--- config.mk ---
export PLATFORM = sky130hd
export DESIGN_NAME = axi_rd_burst_scheduler_flat
export DESIGN_NICKNAME = d
export VERILOG_FILES = /design/src/rtl/axi_rd_burst_scheduler_if.sv /design/src/rtl/axi_rd_burst_scheduler.sv /design/src/flat_wrapper.sv
export SDC_FILE = /design/constraint.sdc
export NUM_CORES = 1
export LEC_CHECK = 0
export CORE_MARGIN = 4
export CORE_UTILIZATION = 50
export CTS_CLUSTER_SIZE = 40
export DETAILED_ROUTE_END_ITERATION = 12
export PLACE_DENSITY_LB_ADDON = 0.08
export SYNTH_ARGS = -nofsm -noshare
export SYNTH_HDL_FRONTEND = slang
export SYNTH_SLANG_ARGS = --single-unit
export TNS_END_PERCENT = 50
--- constraint.sdc ---
create_clock -name ACLK -period 18.8 [get_ports ACLK]
set_input_delay 3.76 -clock ACLK [delete_from_list [all_inputs] [get_ports ACLK]]
set_output_delay 3.76 -clock ACLK [all_outputs]
set_load 0.01 [all_outputs]
--- src/rtl/axi_rd_burst_scheduler_if.sv ---
// Burst command and read-beat handshake between the read burst scheduler
// and the AXI master. "master" is the scheduler side, "slave" is the AXI
// master / data path side that accepts commands and reports beats.
interface axi_rd_burst_scheduler_if #(
  parameter int ADDR_WIDTH = 32
);
  logic                  cmd_valid;
  logic                  cmd_ready;
  logic [ADDR_WIDTH-1:0] cmd_addr;
  logic [7:0]            cmd_len;
  logic                  cmd_src;
  logic                  rd_beat;
  logic                  rd_last;

  modport master (
    output cmd_valid, cmd_addr, cmd_len, cmd_src,
    input  cmd_ready, rd_beat, rd_last
  );

  modport slave (
    input  cmd_valid, cmd_addr, cmd_len, cmd_src,
    output cmd_ready, rd_beat, rd_last
  );
endinterface

--- src/rtl/axi_rd_burst_scheduler.sv ---
// Read burst scheduler for the CNN AXI master.
// Two fetch streams (0 = IFM, 1 = weights) share one read-address path.
// Each stream is cut into INCR bursts that stay inside a 4 KB page, a burst
// is only issued when the destination FIFO can absorb all of it, and the
// streams alternate round-robin with a single burst outstanding.
module axi_rd_burst_scheduler #(
  parameter int ADDR_WIDTH = 32,
  parameter int BEAT_BYTES = 32,
  parameter int MAX_BURST  = 128,
  parameter int CNT_WIDTH  = 20,
  parameter int CRD_WIDTH  = 11
) (
  input  logic                  ACLK,
  input  logic                  ARESET,
  input  logic                  cfg_start,
  input  logic [ADDR_WIDTH-1:0] cfg_ifm_base,
  input  logic [CNT_WIDTH-1:0]  cfg_ifm_beats,
  input  logic [ADDR_WIDTH-1:0] cfg_wgt_base,
  input  logic [CNT_WIDTH-1:0]  cfg_wgt_beats,
  input  logic [CRD_WIDTH-1:0]  ifm_credit,
  input  logic [CRD_WIDTH-1:0]  wgt_credit,
  axi_rd_burst_scheduler_if.master cmd_bus,
  output logic                  busy,
  output logic                  done,
  output logic                  err
);

  localparam int BEAT_SHIFT = $clog2(BEAT_BYTES);

  typedef enum logic [2:0] {
    ST_IDLE  = 3'd0,
    ST_ARB   = 3'd1,
    ST_ISSUE = 3'd2,
    ST_WAIT  = 3'd3,
    ST_DONE  = 3'd4
  } state_t;

  state_t                state_r;
  logic [CNT_WIDTH-1:0]  rem_ifm_r;
  logic [CNT_WIDTH-1:0]  rem_wgt_r;
  logic [ADDR_WIDTH-1:0] addr_ifm_r;
  logic [ADDR_WIDTH-1:0] addr_wgt_r;
  logic                  last_grant_r;
  logic [8:0]            bb_r;
  logic [8:0]            beat_cnt_r;
  logic                  cmd_valid_r;
  logic [ADDR_WIDTH-1:0] cmd_addr_r;
  logic [7:0]            cmd_len_r;
  logic                  cmd_src_r;
  logic                  busy_r;
  logic                  done_r;
  logic                  err_r;

  logic [8:0]            bb_ifm_s;
  logic [8:0]            bb_wgt_s;
  logic                  elig_ifm_s;
  logic                  elig_wgt_s;
  logic                  any_elig_s;
  logic                  grant_s;
  logic [8:0]            bb_sel_s;
  logic [8:0]            len_tmp_s;
  logic [7:0]            len_sel_s;
  logic [ADDR_WIDTH-1:0] addr_sel_s;

  // Largest legal burst from a page offset: limited by the remaining beats,
  // MAX_BURST, and the beats left before the next 4 KB boundary.
  function automatic logic [8:0] calc_bb(input logic [11:0] page_off,
                                         input logic [CNT_WIDTH-1:0] rem);
    logic [12:0]          room;
    logic [CNT_WIDTH-1:0] lim;
    room = (13'd4096 - {1'b0, page_off}) >> BEAT_SHIFT;
    lim  = CNT_WIDTH'(room);
    if (CNT_WIDTH'(MAX_BURST) < lim) begin
      lim = CNT_WIDTH'(MAX_BURST);
    end else begin
      lim = lim;
    end
    if (rem < lim) begin
      lim = rem;
    end else begin
      lim = lim;
    end
    return 9'(lim);
  endfunction

  // Burst sizing, credit eligibility and round-robin grant for the ARB state.
  always_comb begin
    bb_ifm_s   = calc_bb(addr_ifm_r[11:0], rem_ifm_r);
    bb_wgt_s   = calc_bb(addr_wgt_r[11:0], rem_wgt_r);
    elig_ifm_s = (rem_ifm_r != '0) && (32'(ifm_credit) >= 32'(bb_ifm_s));
    elig_wgt_s = (rem_wgt_r != '0) && (32'(wgt_credit) >= 32'(bb_wgt_s));
    any_elig_s = elig_ifm_s | elig_wgt_s;
    grant_s    = 1'b0;
    if (elig_ifm_s && elig_wgt_s) begin
      grant_s = ~last_grant_r;
    end else if (elig_wgt_s) begin
      grant_s = 1'b1;
    end else begin
      grant_s = 1'b0;
    end
    if (grant_s) begin
      bb_sel_s   = bb_wgt_s;
      addr_sel_s = addr_wgt_r;
    end else begin
      bb_sel_s   = bb_ifm_s;
      addr_sel_s = addr_ifm_r;
    end
    len_tmp_s = bb_sel_s - 9'd1;
    len_sel_s = len_tmp_s[7:0];
  end

  // Scheduler FSM with all outputs registered.
  always_ff @(posedge ACLK) begin
    if (ARESET) begin
      state_r      <= ST_IDLE;
      rem_ifm_r    <= '0;
      rem_wgt_r    <= '0;
      addr_ifm_r   <= '0;
      addr_wgt_r   <= '0;
      last_grant_r <= 1'b0;
      bb_r         <= 9'd0;
      beat_cnt_r   <= 9'd0;
      cmd_valid_r  <= 1'b0;
      cmd_addr_r   <= '0;
      cmd_len_r    <= 8'd0;
      cmd_src_r    <= 1'b0;
      busy_r       <= 1'b0;
      done_r       <= 1'b0;
      err_r        <= 1'b0;
    end else begin
      case (state_r)
        ST_IDLE: begin
          done_r <= 1'b0;
          if (cfg_start) begin
            rem_ifm_r  <= cfg_ifm_beats;
            rem_wgt_r  <= cfg_wgt_beats;
            addr_ifm_r <= cfg_ifm_base;
            addr_wgt_r <= cfg_wgt_base;
            err_r      <= 1'b0;
            busy_r     <= 1'b1;
            state_r    <= ST_ARB;
          end
        end
        ST_ARB: begin
          if (any_elig_s) begin
            cmd_addr_r   <= addr_sel_s;
            cmd_len_r    <= len_sel_s;
            cmd_src_r    <= grant_s;
            bb_r         <= bb_sel_s;
            last_grant_r <= grant_s;
            cmd_valid_r  <= 1'b1;
            state_r      <= ST_ISSUE;
          end else if ((rem_ifm_r == '0) && (rem_wgt_r == '0)) begin
            done_r  <= 1'b1;
            state_r <= ST_DONE;
          end
        end
        ST_ISSUE: begin
          // Remaining count and next address advance once the command is taken.
          if (cmd_bus.cmd_ready) begin
            cmd_valid_r <= 1'b0;
            beat_cnt_r  <= 9'd0;
            if (cmd_src_r) begin
              rem_wgt_r  <= rem_wgt_r - CNT_WIDTH'(bb_r);
              addr_wgt_r <= addr_wgt_r + (ADDR_WIDTH'(bb_r) << BEAT_SHIFT);
            end else begin
              rem_ifm_r  <= rem_ifm_r - CNT_WIDTH'(bb_r);
              addr_ifm_r <= addr_ifm_r + (ADDR_WIDTH'(bb_r) << BEAT_SHIFT);
            end
            state_r <= ST_WAIT;
          end
        end
        ST_WAIT: begin
          // beat_cnt holds the beats seen before the current one; on RLAST it must equal len.
          if (cmd_bus.rd_beat) begin
            if (cmd_bus.rd_last) begin
              err_r   <= err_r | (beat_cnt_r != {1'b0, cmd_len_r});
              state_r <= ST_ARB;
            end else if (beat_cnt_r != 9'h1FF) begin
              beat_cnt_r <= beat_cnt_r + 9'd1;
            end
          end
        end
        ST_DONE: begin
          done_r  <= 1'b0;
          busy_r  <= 1'b0;
          state_r <= ST_IDLE;
        end
        default: begin
          cmd_valid_r <= 1'b0;
          done_r      <= 1'b0;
          busy_r      <= 1'b0;
          state_r     <= ST_IDLE;
        end
      endcase
    end
  end

  assign cmd_bus.cmd_valid = cmd_valid_r;
  assign cmd_bus.cmd_addr  = cmd_addr_r;
  assign cmd_bus.cmd_len   = cmd_len_r;
  assign cmd_bus.cmd_src   = cmd_src_r;
  assign busy              = busy_r;
  assign done              = done_r;
  assign err               = err_r;

endmodule

--- src/flat_wrapper.sv ---
// flat-port wrapper written by rule: the top's interface ports become plain ports
module axi_rd_burst_scheduler_flat 
#(
  parameter int ADDR_WIDTH = 32,
  parameter int BEAT_BYTES = 32,
  parameter int MAX_BURST  = 128,
  parameter int CNT_WIDTH  = 20,
  parameter int CRD_WIDTH  = 11
)
  (ACLK, ARESET, cfg_start, cfg_ifm_base, cfg_ifm_beats, cfg_wgt_base, cfg_wgt_beats, ifm_credit, wgt_credit, busy, done, err, cmd_bus_cmd_valid, cmd_bus_cmd_addr, cmd_bus_cmd_len, cmd_bus_cmd_src, cmd_bus_cmd_ready, cmd_bus_rd_beat, cmd_bus_rd_last);
  axi_rd_burst_scheduler_if #(.ADDR_WIDTH(ADDR_WIDTH)) cmd_bus_i ();
  input  logic ACLK;
  input  logic ARESET;
  input  logic cfg_start;
  input  logic [ADDR_WIDTH-1:0] cfg_ifm_base;
  input  logic [CNT_WIDTH-1:0] cfg_ifm_beats;
  input  logic [ADDR_WIDTH-1:0] cfg_wgt_base;
  input  logic [CNT_WIDTH-1:0] cfg_wgt_beats;
  input  logic [CRD_WIDTH-1:0] ifm_credit;
  input  logic [CRD_WIDTH-1:0] wgt_credit;
  output logic busy;
  output logic done;
  output logic err;
  output wire logic [$bits(cmd_bus_i.cmd_valid)-1:0] cmd_bus_cmd_valid;
  output wire logic [$bits(cmd_bus_i.cmd_addr)-1:0] cmd_bus_cmd_addr;
  output wire logic [$bits(cmd_bus_i.cmd_len)-1:0] cmd_bus_cmd_len;
  output wire logic [$bits(cmd_bus_i.cmd_src)-1:0] cmd_bus_cmd_src;
  input wire logic [$bits(cmd_bus_i.cmd_ready)-1:0] cmd_bus_cmd_ready;
  input wire logic [$bits(cmd_bus_i.rd_beat)-1:0] cmd_bus_rd_beat;
  input wire logic [$bits(cmd_bus_i.rd_last)-1:0] cmd_bus_rd_last;
  assign cmd_bus_cmd_valid = cmd_bus_i.cmd_valid;
  assign cmd_bus_cmd_addr = cmd_bus_i.cmd_addr;
  assign cmd_bus_cmd_len = cmd_bus_i.cmd_len;
  assign cmd_bus_cmd_src = cmd_bus_i.cmd_src;
  assign cmd_bus_i.cmd_ready = cmd_bus_cmd_ready;
  assign cmd_bus_i.rd_beat = cmd_bus_rd_beat;
  assign cmd_bus_i.rd_last = cmd_bus_rd_last;
  axi_rd_burst_scheduler #(.ADDR_WIDTH(ADDR_WIDTH), .BEAT_BYTES(BEAT_BYTES), .MAX_BURST(MAX_BURST), .CNT_WIDTH(CNT_WIDTH), .CRD_WIDTH(CRD_WIDTH)) u_core (.ACLK(ACLK), .ARESET(ARESET), .cfg_start(cfg_start), .cfg_ifm_base(cfg_ifm_base), .cfg_ifm_beats(cfg_ifm_beats), .cfg_wgt_base(cfg_wgt_base), .cfg_wgt_beats(cfg_wgt_beats), .ifm_credit(ifm_credit), .wgt_credit(wgt_credit), .cmd_bus(cmd_bus_i), .busy(busy), .done(done), .err(err));
endmodule
# --- After elaboration in Yosys (flattened, before gate mapping) ---
# Index checks and enable logic that the tools add are counted.
# Widths: inputs -> output; s select.
word_totals:
  register_bits: 170
  input_bits: 132
  out_inout_bits: 45
op_classes:
  add_sub_neg: 8
  magnitude_cmp: 6
  n_eq_ne: 18
  mux: 48
  bitwise: 6
  n_reduce_logical: 24
ops:
  columns: ["op", "count"]
  rows:
  - ["$mux 32", 7]
  - ["$pmux 32 s2", 2]
  - ["$mux 20", 6]
  - ["$pmux 20 s2", 2]
  - ["$add 32x14->32", 2]
  - ["$mux 9", 7]
  - ["$logic_not 20->1", 2]
  - ["$lt 20x8->1", 2]
  - ["$reduce_bool 20->1", 2]
  - ["$sub 20x9->20", 2]
  - ["$sub 13x12->13 const A", 2]
  - ["$ge 11x9->1", 2]
  - ["$mux 3", 6]
  - ["$pmux 9 s2", 1]
  - ["$lt 8x8->1 const A", 2]
  - ["$mux 8", 2]
  - ["$ne 2x2->1 const B", 7]
  - ["$pmux 3 s4", 1]
  - ["$reduce_and 4->1", 3]
  - ["$mux 1", 10]
  - ["$reduce_and 5->1", 2]
  - ["$add 9x1->9 const B", 1]
  - ["$ne 9x8->1", 1]
  - ["$ne 9x9->1 const B", 1]
  - ["17 further kinds", 35]

# --- Longest topological paths before layout ---
# Gate-level depths: netlist (run 1).
logic_depth:
  word_depth: 11
  ltp_mapped: 26
  mapped_depth_nobuf: 25

# --- Worst setup path before layout (run 1) ---
# OpenSTA, ideal clock, no wires.
synth_timing:
  path_kind: "in2reg"
  start: "input ifm_credit[5]"
  end: "register u_core.cmd_len_r[4] (netlist: u_core.cmd_bus.cmd_len[4])"
  setup_time_ps: 91
  t_arrival_ps: 6576
  t_required_ps: 18709
  setup_slack_ps: 12133
  path_stages: 12
  n_path_buf: 1
  cell_sequence: "ha_1 a21o_1 a211oi_1 o211a_1 o21ai_1 a31oi_4 clkbuf_1 mux2_2 ha_1 inv_1 or4_1 a311oi_1"
synth_between:
  elab_chain_len: 6
synth_lines:
  columns: ["item", "line", "text"]
  rows:
  - ["start: declaration", "flat_wrapper.sv:19", "input logic [CRD_WIDTH-1:0] ifm_credit;"]
  - ["$ge 11x9->1 *", "axi_rd_burst_scheduler.sv:90", "elig_ifm_s = (rem_ifm_r != '0) && (32'(ifm_credit) >= 32'(bb_ifm_s));"]
  - ["$logic_and 1x1->1 *", "axi_rd_burst_scheduler.sv:90", null]
  - ["$logic_and 1x1->1", "axi_rd_burst_scheduler.sv:94", "if (elig_ifm_s && elig_wgt_s) begin"]
  - ["$mux 1", "axi_rd_burst_scheduler.sv:94", null]
  - ["$mux 9", "axi_rd_burst_scheduler.sv:101", "if (grant_s) begin"]
  - ["$sub 8x1->8", "axi_rd_burst_scheduler.sv:108", "len_tmp_s = bb_sel_s - 9'd1;"]
  - ["end signal: assignment", "axi_rd_burst_scheduler.sv:147", "cmd_len_r <= len_sel_s;"]
  - ["end: declaration", "axi_rd_burst_scheduler.sv:48", "logic [7:0] cmd_len_r;"]
# Mark *: on every way between the ends. The rest lies on a longest branch, timed or not.
# A chain may end at the register's enable or synchronous reset.

# --- Worst setup path in the final report (run 1) ---
layout_timing:
  start: "register u_core.addr_ifm_r[1]"
  end: "register u_core.cmd_len_r[7] (netlist: u_core.cmd_bus.cmd_len[7])"
layout_between:
  elab_chain_len: 11
layout_lines:
  columns: ["item", "line", "text"]
  rows:
  - ["start: declaration", "axi_rd_burst_scheduler.sv:41", "logic [ADDR_WIDTH-1:0] addr_ifm_r;"]
  - ["start signal: assignment", "axi_rd_burst_scheduler.sv:137", "addr_ifm_r <= cfg_ifm_base;"]
  - ["start signal: assignment", "axi_rd_burst_scheduler.sv:168", "addr_ifm_r <= addr_ifm_r + (ADDR_WIDTH'(bb_r) << BEAT_SHIFT);"]
  - ["$sub 13x12->13 *", "axi_rd_burst_scheduler.sv:71", "room = (13'd4096 - {1'b0, page_off}) >> BEAT_SHIFT;"]
  - ["$lt 8x8->1", "axi_rd_burst_scheduler.sv:73", "if (CNT_WIDTH'(MAX_BURST) < lim) begin"]
  - ["$mux 8 *", "axi_rd_burst_scheduler.sv:73", null]
  - ["$lt 20x8->1", "axi_rd_burst_scheduler.sv:78", "if (rem < lim) begin"]
  - ["$mux 9 *", "axi_rd_burst_scheduler.sv:78", null]
  - ["$ge 11x9->1", "axi_rd_burst_scheduler.sv:90", null]
  - ["$logic_and 1x1->1", "axi_rd_burst_scheduler.sv:90", null]
  - ["$logic_and 1x1->1", "axi_rd_burst_scheduler.sv:94", null]
  - ["$mux 1", "axi_rd_burst_scheduler.sv:94", null]
  - ["$mux 9", "axi_rd_burst_scheduler.sv:101", null]
  - ["$sub 8x1->8", "axi_rd_burst_scheduler.sv:108", null]
# Marked as above.

==> results of run 1 <==
-- layer usage --
metal  GRT usage  vias up  wire length (µm)
met2      0.4445      325             16380
met5           0        -                 0
met4     0.07251        0               656
met3     0.04019       38              2074
met1      0.3991     5343             16430
li1            -     5565                 -
-- sequential cells by signal (all words and copies together), names as in the netlist --
signal / cells
u_core.addr_ifm_r: 32
u_core.addr_wgt_r: 32
u_core.cmd_bus.cmd_addr: 32
u_core.rem_ifm_r: 20
u_core.rem_wgt_r: 20
u_core.bb_r: 9
u_core.beat_cnt_r: 9
u_core.cmd_bus.cmd_len: 8
u_core.state_r: 3
u_core.busy: 1
u_core.cmd_bus.cmd_valid: 1
u_core.done: 1
u_core.err: 1
u_core.last_grant_r: 1
-- worst max-delay path, stage by stage (launching register included) --
cell and delay, ps:
dfxtp_1 350, nor4_1 600, nand4_1 300, or3_1 430, xnor2_1 230, ha_1 300
a21oi_1 140, a21boi_0 90, or4_1 480, a21oi_2 490, mux2_2 470, ha_1 300
a21o_1 180, a211oi_1 270, o211a_1 200, o21ai_1 130, a31oi_4 170, buf_4 600
mux2i_1 360, or3_4 460, or4_1 520, a31oi_1 160
-- cells by family (layout without fill, tap and decap cells) --
logic type                 Yosys count  in the layout  share of synthesized area
and+or+nand+nor                    550            550                     0.2373
AOI/OAI and AO/OA                  398            398                     0.2449
DFF                                170            170                     0.3038
buffers and inverters              152            282                    0.05204
adders and majority gates           75             75                    0.08644
muxes                               57             57                    0.05249
xor gates and xnor gates            29             29                    0.02267
other                                1              2                  0.0003347
-- layout make-up --
cell class                 instances  share of cell area
multi-input combinational       1111              0.5286
sequential                       170              0.2484
tap                              280             0.02557
clock inverter                    15             0.01407
clock buffer                      17             0.03105
inverter                          61             0.01671
timing repair buffer             189              0.1355
-- stage by stage --
step                area [µm²]  setup WS [ps]  total power [mW]  hold WS, ps    util
global placement         13080          11260             1.373        448.4  0.5957
detailed placement       13080          11150             1.392        454.5  0.5957
global route             13700          11120             1.891        482.3  0.6239
finish                   13700          11450             1.769        470.1  0.6239
CTS                      13700          11530             1.764        473.5  0.6239
floorplan                11210          12130             1.115        460.0       -
-- cells in the final DEF, fill, tap and decap left out, drive strengths merged, types with 12 or more instances in the layout --
cell           instances
clkdlybuf4s50        175
nor4                  26
nand2                124
a31oi                 13
nor2                 161
a211oi                84
o22ai                 13
o21ai                 67
nor3                  71
inv                   70
a311oi                17
nor2b                 12
nand4                 21
a21oi                 80
or3                   13
and3                  24
buf                   14
clkbuf                17
nand3                 44
ha                    71
xnor2                 16
xor2                  13
mux2i                 52
dfxtp                170
-- worst paths after layout --
check | start | cells after the start | end | slack, ps
setup / recovery | u_core.addr_ifm_r[1] | 21 | u_core.cmd_bus.cmd_len[7] | 11450
hold / removal | u_core.err | 1 | u_core.err | 470
setup reg to reg | u_core.addr_ifm_r[1] | 21 | u_core.cmd_bus.cmd_len[7] | 11450
hold reg to reg | u_core.err | 1 | u_core.err | 470
-- power breakdown --
group	leakage [nW]	switching, mW	internal, mW
Clock	0.304	0.175	0.193
Sequential	1.40	0.0996	0.433
Combinational	3.56	0.508	0.360
==> metrics.md, run 1 <==
| Metric | Value |
|---|---|
| Share of cells above drive strength 1 | 0.04671 |
| Primary FF master, synth | dfxtp_1 |
| Seq/Total Area, Yosys | 0.3038 |
| Max Clock Freq | 136.1 MHz |
| Multi-input gate area | 7242 µm² |
| CTS Hold Buffers Added | 0 |
| CTS H-Tree Depth | 4 |
| Slew headroom | 0.2195 |
| DP HPWL | approximately 26000 µm |
| Total gr overflow | 0 |
| Area delta synth->final | 22.28% |
| Cell Rows | 54 |
| Finish-stage setup viols | 0 |
| Placed cell count | 1811 |
| Netlist cell types | 78 |
| Storage element area | about 3400 µm² |
| Worst setup path category | register to register |
| CP max FO | 43 |
| Total Neg Setup Slack | 0 ps |
| P per Cell Area | between 100 and 150 nW/µm² |
| Ranking of synthesized cells by area | dfxtp_1, ha_1, a211oi_1 |
| Critical Path AT | 7720 ps |
| Via count | 11270 |
| Setup Skew | 13.21 ps |
| Synth Cell Area | 11200 µm² |
| CTS Sinks | 170 |
| DR pass1 iterations | 5 |
| Post-synth top area share | 0.3038 |
| CP Capture Type | register |
| Pin count of the biggest net entering global routing | 86 |
| Vias per cell | just over 6 |
| Critical path required time | 19170 ps |
| Post-cts repair resize count | 0 |
| WL per Instance | roughly 19 µm |
| I/O Buffers | 176 |
| Core area | ~22000 µm² |
| Top-Level Pins | 177 |
| First-pass GRT wire length | 55190 µm |
| Worst skew pair latency | 440 ps |
| GP Congestion | 0.9165 |
| Flops & latches, synth | 170 |
| P_leak | approximately 5.3 nW |
| Syn_area_per_cell | 7.823 µm² |
| Iter 0 DRT Violations | 833 |
| Most common cell in the synthesized netlist | dfxtp_1 |
| Tot GR Track Use | 0.2795 |
| Asr flop ratio synth | 0 |
| Bufs on Longest Clock Path | 2 |
| Hold Crit Class | register to register |
| Root Driver | clkbuf_16 |
| Final ANT Viol Nets | 0 |
| Number of synthesized flops with an enable pin | 0 |
| Final #Nets | between 1500 and 2000 |
| Setup Fix Bufs, Post-CTS | 0 |
| Tcrit/Tclk final | 0.3908 |
| Initial Utilization | 0.5102 |
| Synth area leader | dfxtp_1 |
| Status | complete, no violations |
| Drt total wl | 35550 µm |
| # DRC | 0 |
| Die X | 157.7 µm |
| CTS tree | done |
| CTS Buf Count | 17 |
| Die footprint | around 25000 µm² |
| Layout Cells excl Fill | around 1800 |
| Startpoint types | register |
| Layout fillers | 1981 |
| Slew @ Worst Pin | 1166 ps |
| Minimum clock period | between 7000 and 8000 ps |
| Final hold violations | 0 |
| Max-Cap Viols | 0 |
| Slew Limit Fails | 0 |
| Top cells by count, synth | dfxtp_1, nor2_1, nand2_1 |
| Post-synthesis instance total | 1432 |
| RSZ-0062 raised after global routing | no |
| Clock Pin Slew Worst Setup and Hold Paths | 80 ps |
| Ant diodes | 0 |
| Antenna violations before repair | 0 |
| Vias in the first global route | 10370 |
| Yosys warning total | 0 |
| Max VDD drop | 71.36 µV |
| Die Ht | 157.7 µm |
Note: power is estimated with default switching activity, not from simulation.
==> run 2, diff against run 1 <==
==> constraint.sdc (replaced) <==
create_clock -name ACLK -period 7.1 [get_ports ACLK]
set_input_delay 1.42 -clock ACLK [delete_from_list [all_inputs] [get_ports ACLK]]
set_output_delay 1.42 -clock ACLK [all_outputs]
set_load 0.01 [all_outputs]
==> run 2 against run 1 <==
Register-to-register slack got worse by 11000 ps. Combinational power rose to 2.6 times the previous value. Sequential power rose to 2.6 times the previous value. Clock skew rose by 1.2 ps. Via count rose by 0.46%. Highest routed layer unchanged.
==> metrics.md, run 2 (synthesized netlist as in run 1, its figures left out) <==
| Metric | Value |
|---|---|
| Worst skew pair latency | 440 ps (about the same) |
| Clock Pin Slew Worst Setup and Hold Paths | 80 ps (about the same) |
| Comb power frac | 0.490 (about the same) |
| First-pass GRT wire length | 55800 µm (+1.1%) |
| Minimum clock period | 6513 ps (-834.6 ps) |
| Initial Utilization | 0.5102 (unchanged) |
| Vias in the first global route | 10550 (+1.7%) |
| CP max FO | 10 (-77%) |
| Storage element area | 3403 µm² (unchanged) |
| RSZ-0062 raised after global routing | no |
| Cell Rows | 54 (unchanged) |
| Smallest setup slack after layout | 586.9 ps (-10870 ps) |
| Critical path required time | 7430 ps (-11740 ps) |
| Total gr overflow | 0 (unchanged) |
| Sequential group share of total power | 0.299 (-0.002) |
| Tot GR Track Use | 0.2804 (+0.0008662) |
| Tcrit/Tclk final | 0.9173 (+0.5265) |
| Die Ht | 157.7 µm (unchanged) |
| Clk pwr share | 0.210 (+0.002) |
| CTS Hold Buffers Added | 0 (unchanged) |
| P_leak | 5.268 nW (about the same) |
| Net Sw Power | 2.050 mW (+160%) |
| Drt total wl | 35490 µm (-0.16%) |
| Max VDD drop | 188.8 µV (+160%) |
| DR pass1 iterations | 5 (unchanged) |
| Commonest non-fill, non-tap cell in the layout | clkdlybuf4s50_1 |
| Antenna violations before repair | 0 (unchanged) |
| Hold Crit Class | register to register |
| Crit-path max cell delay | 670 ps (+70 ps) |
| Final hold violations | 0 (unchanged) |
| CP delay by family, top | compound AO/OA/AOI/OAI gates |
| DP HPWL | 25920 µm (+0.22%) |
| Status | complete, no violations |
| Slew headroom | 0.2065 (-0.01306) |
| Multi-input gate area | 7242 µm² (unchanged) |
| Max Clock Freq | 153.5 MHz (+13%) |
| P per Cell Area | 342.7 nW/µm² (+170%) |
| Startpoint types | register |
| Bufs on Longest Clock Path | 2 (unchanged) |
| Area delta synth->final | 22.37% (about the same) |
| Vias per cell | 6.140 (+0.41%) |
| Share of cells above drive strength 1 | 0.04731 (+0.0006095) |
| Via count | 11320 (+0.46%) |
| Slew Limit Fails | 0 (unchanged) |
| GP Congestion | 0.8949 (-2.4%) |
| Root Driver | clkbuf_16 |
| WL per Instance | 19.25 µm (-0.22%) |
| Pin count of the biggest net entering global routing | 89 (+3.5%) |
| Final #Nets | 1758 (+0.057%) |
| Sw Ratio | 0.4363 (-0.006274) |
| Setup Fix Bufs, Post-CTS | 0 (unchanged) |
| Iter 0 DRT Violations | 953 (+14%) |
| Design area | 13710 µm² (about the same) |
| Design Power | 4.698 mW (+170%) |
| CP Capture Type | register |
| Buf+Inv Stages, Crit Path | 2 (+1) |
| Post-place setup slack | 672.7 ps (-10480 ps) |
| Top-Level Pins | 177 (unchanged) |
| Worst setup path category | register to register |
| Critical Path AT | 6840 ps (-880 ps) |
| CTS tree | done |
| Die footprint | 24860 µm² (unchanged) |
| Layout fillers | 1949 (-1.6%) |
| Most frequent cells in the layout | clkdlybuf4s50_1, dfxtp_1, nor2_1 |
| CTS H-Tree Depth | 4 (unchanged) |
| Ant diodes | 0 (unchanged) |
| Core area | 21960 µm² (unchanged) |
| Final ANT Viol Nets | 0 (unchanged) |
| Die X | 157.7 µm (unchanged) |
| Worst path cell trace | nor4_1, nand4_1, or3_1, xnor2_1, ha_1, a21oi_1, a21boi_0, or4_1, a21oi_2, mux2_2, ha_1, a21o_1, a211oi_1, o211a_1, o21ai_1, a31oi_4, mux2i_2, inv_1, ha_1, inv_1, nor2_1, a211o_1, o211a_1 |
| Finish-stage setup viols | 0 (unchanged) |
| # DRC | 0 (unchanged) |
| CTS Sinks | 170 (unchanged) |
| Setup Skew | 14.46 ps (+1.241 ps) |
| Post-cts repair resize count | 0 (unchanged) |
| Slew @ Worst Pin | 1186 ps (+19.52 ps) |
| Slowest-stage cell, CP | nor4_1 |
| Cell internal pwr | 2.648 mW (+170%) |
| Total Neg Setup Slack | 0 ps (unchanged) |
| Crit path top cell by count | ha_1 |
| Max-Cap Viols | 0 (unchanged) |
| Placed instance area | 13090 µm² (about the same) |
| I/O Buffers | 176 (unchanged) |
| CTS Buf Count | 17 (unchanged) |
## run 2: changes by cell type in the layout (fill, tap and decap cells not counted)
cell        before  now
clkinvlp_4       0    1
clkinv_8         3    1
buf_4           14   15
inv_6            2    3
inv_8            7    6
bufinv_16        1    2
## run 2: power groups by stage
stage               clock network (mW)  registers (mW)  logic (mW)
floorplan                            0            1.34        1.61
global placement                     0            1.41        2.24
detailed placement                   0            1.42        2.27
CTS                               1.00            1.40        2.29
global route                      1.05            1.43        2.56
finish                           0.989            1.40        2.30
## run 2: per-stage QoR
stage	hold slack (ps)	util	instances
6_report	469.1	0.6243	1844
5_1_grt	484.2	0.6243	1844
4_1_cts	473.6	0.6243	1844
3_5_place_dp	454.9	0.5961	1812
3_3_place_gp	446.1	0.5961	1812
2_1_floorplan	460.0	-	1433
## run 2: cell type report
| class | instances | area share |
|---|---|---|
| multi-input cells | 1111 | 0.5282 |
| flip-flops and latches | 170 | 0.2482 |
| repair buffers | 190 | 0.1360 |
| clock buffers | 17 | 0.03103 |
| well taps | 280 | 0.02555 |
| inverters | 61 | 0.01670 |
| clock inverters | 15 | 0.01424 |
## run 2: worst paths after layout
kind	cells after the start	start	endpoint	slack [ps]
setup / recovery	23	u_core.addr_ifm_r[1]	u_core.cmd_bus.cmd_len[6]	590
setup reg to reg	23	u_core.addr_ifm_r[1]	u_core.cmd_bus.cmd_len[6]	590
hold reg to reg	1	u_core.err	u_core.err	470
hold / removal	1	u_core.err	u_core.err	470
## run 2: layer usage
metal / global-route usage / vias to the layer above / part of all wire
met3: 0.04565 / 48 / 0.076
met4: 0.07087 / 0 / 0.019
met2: 0.4455 / 448 / 0.46
li1: - / 5563 / -
met5: 0 / - / 0
met1: 0.3982 / 5264 / 0.45
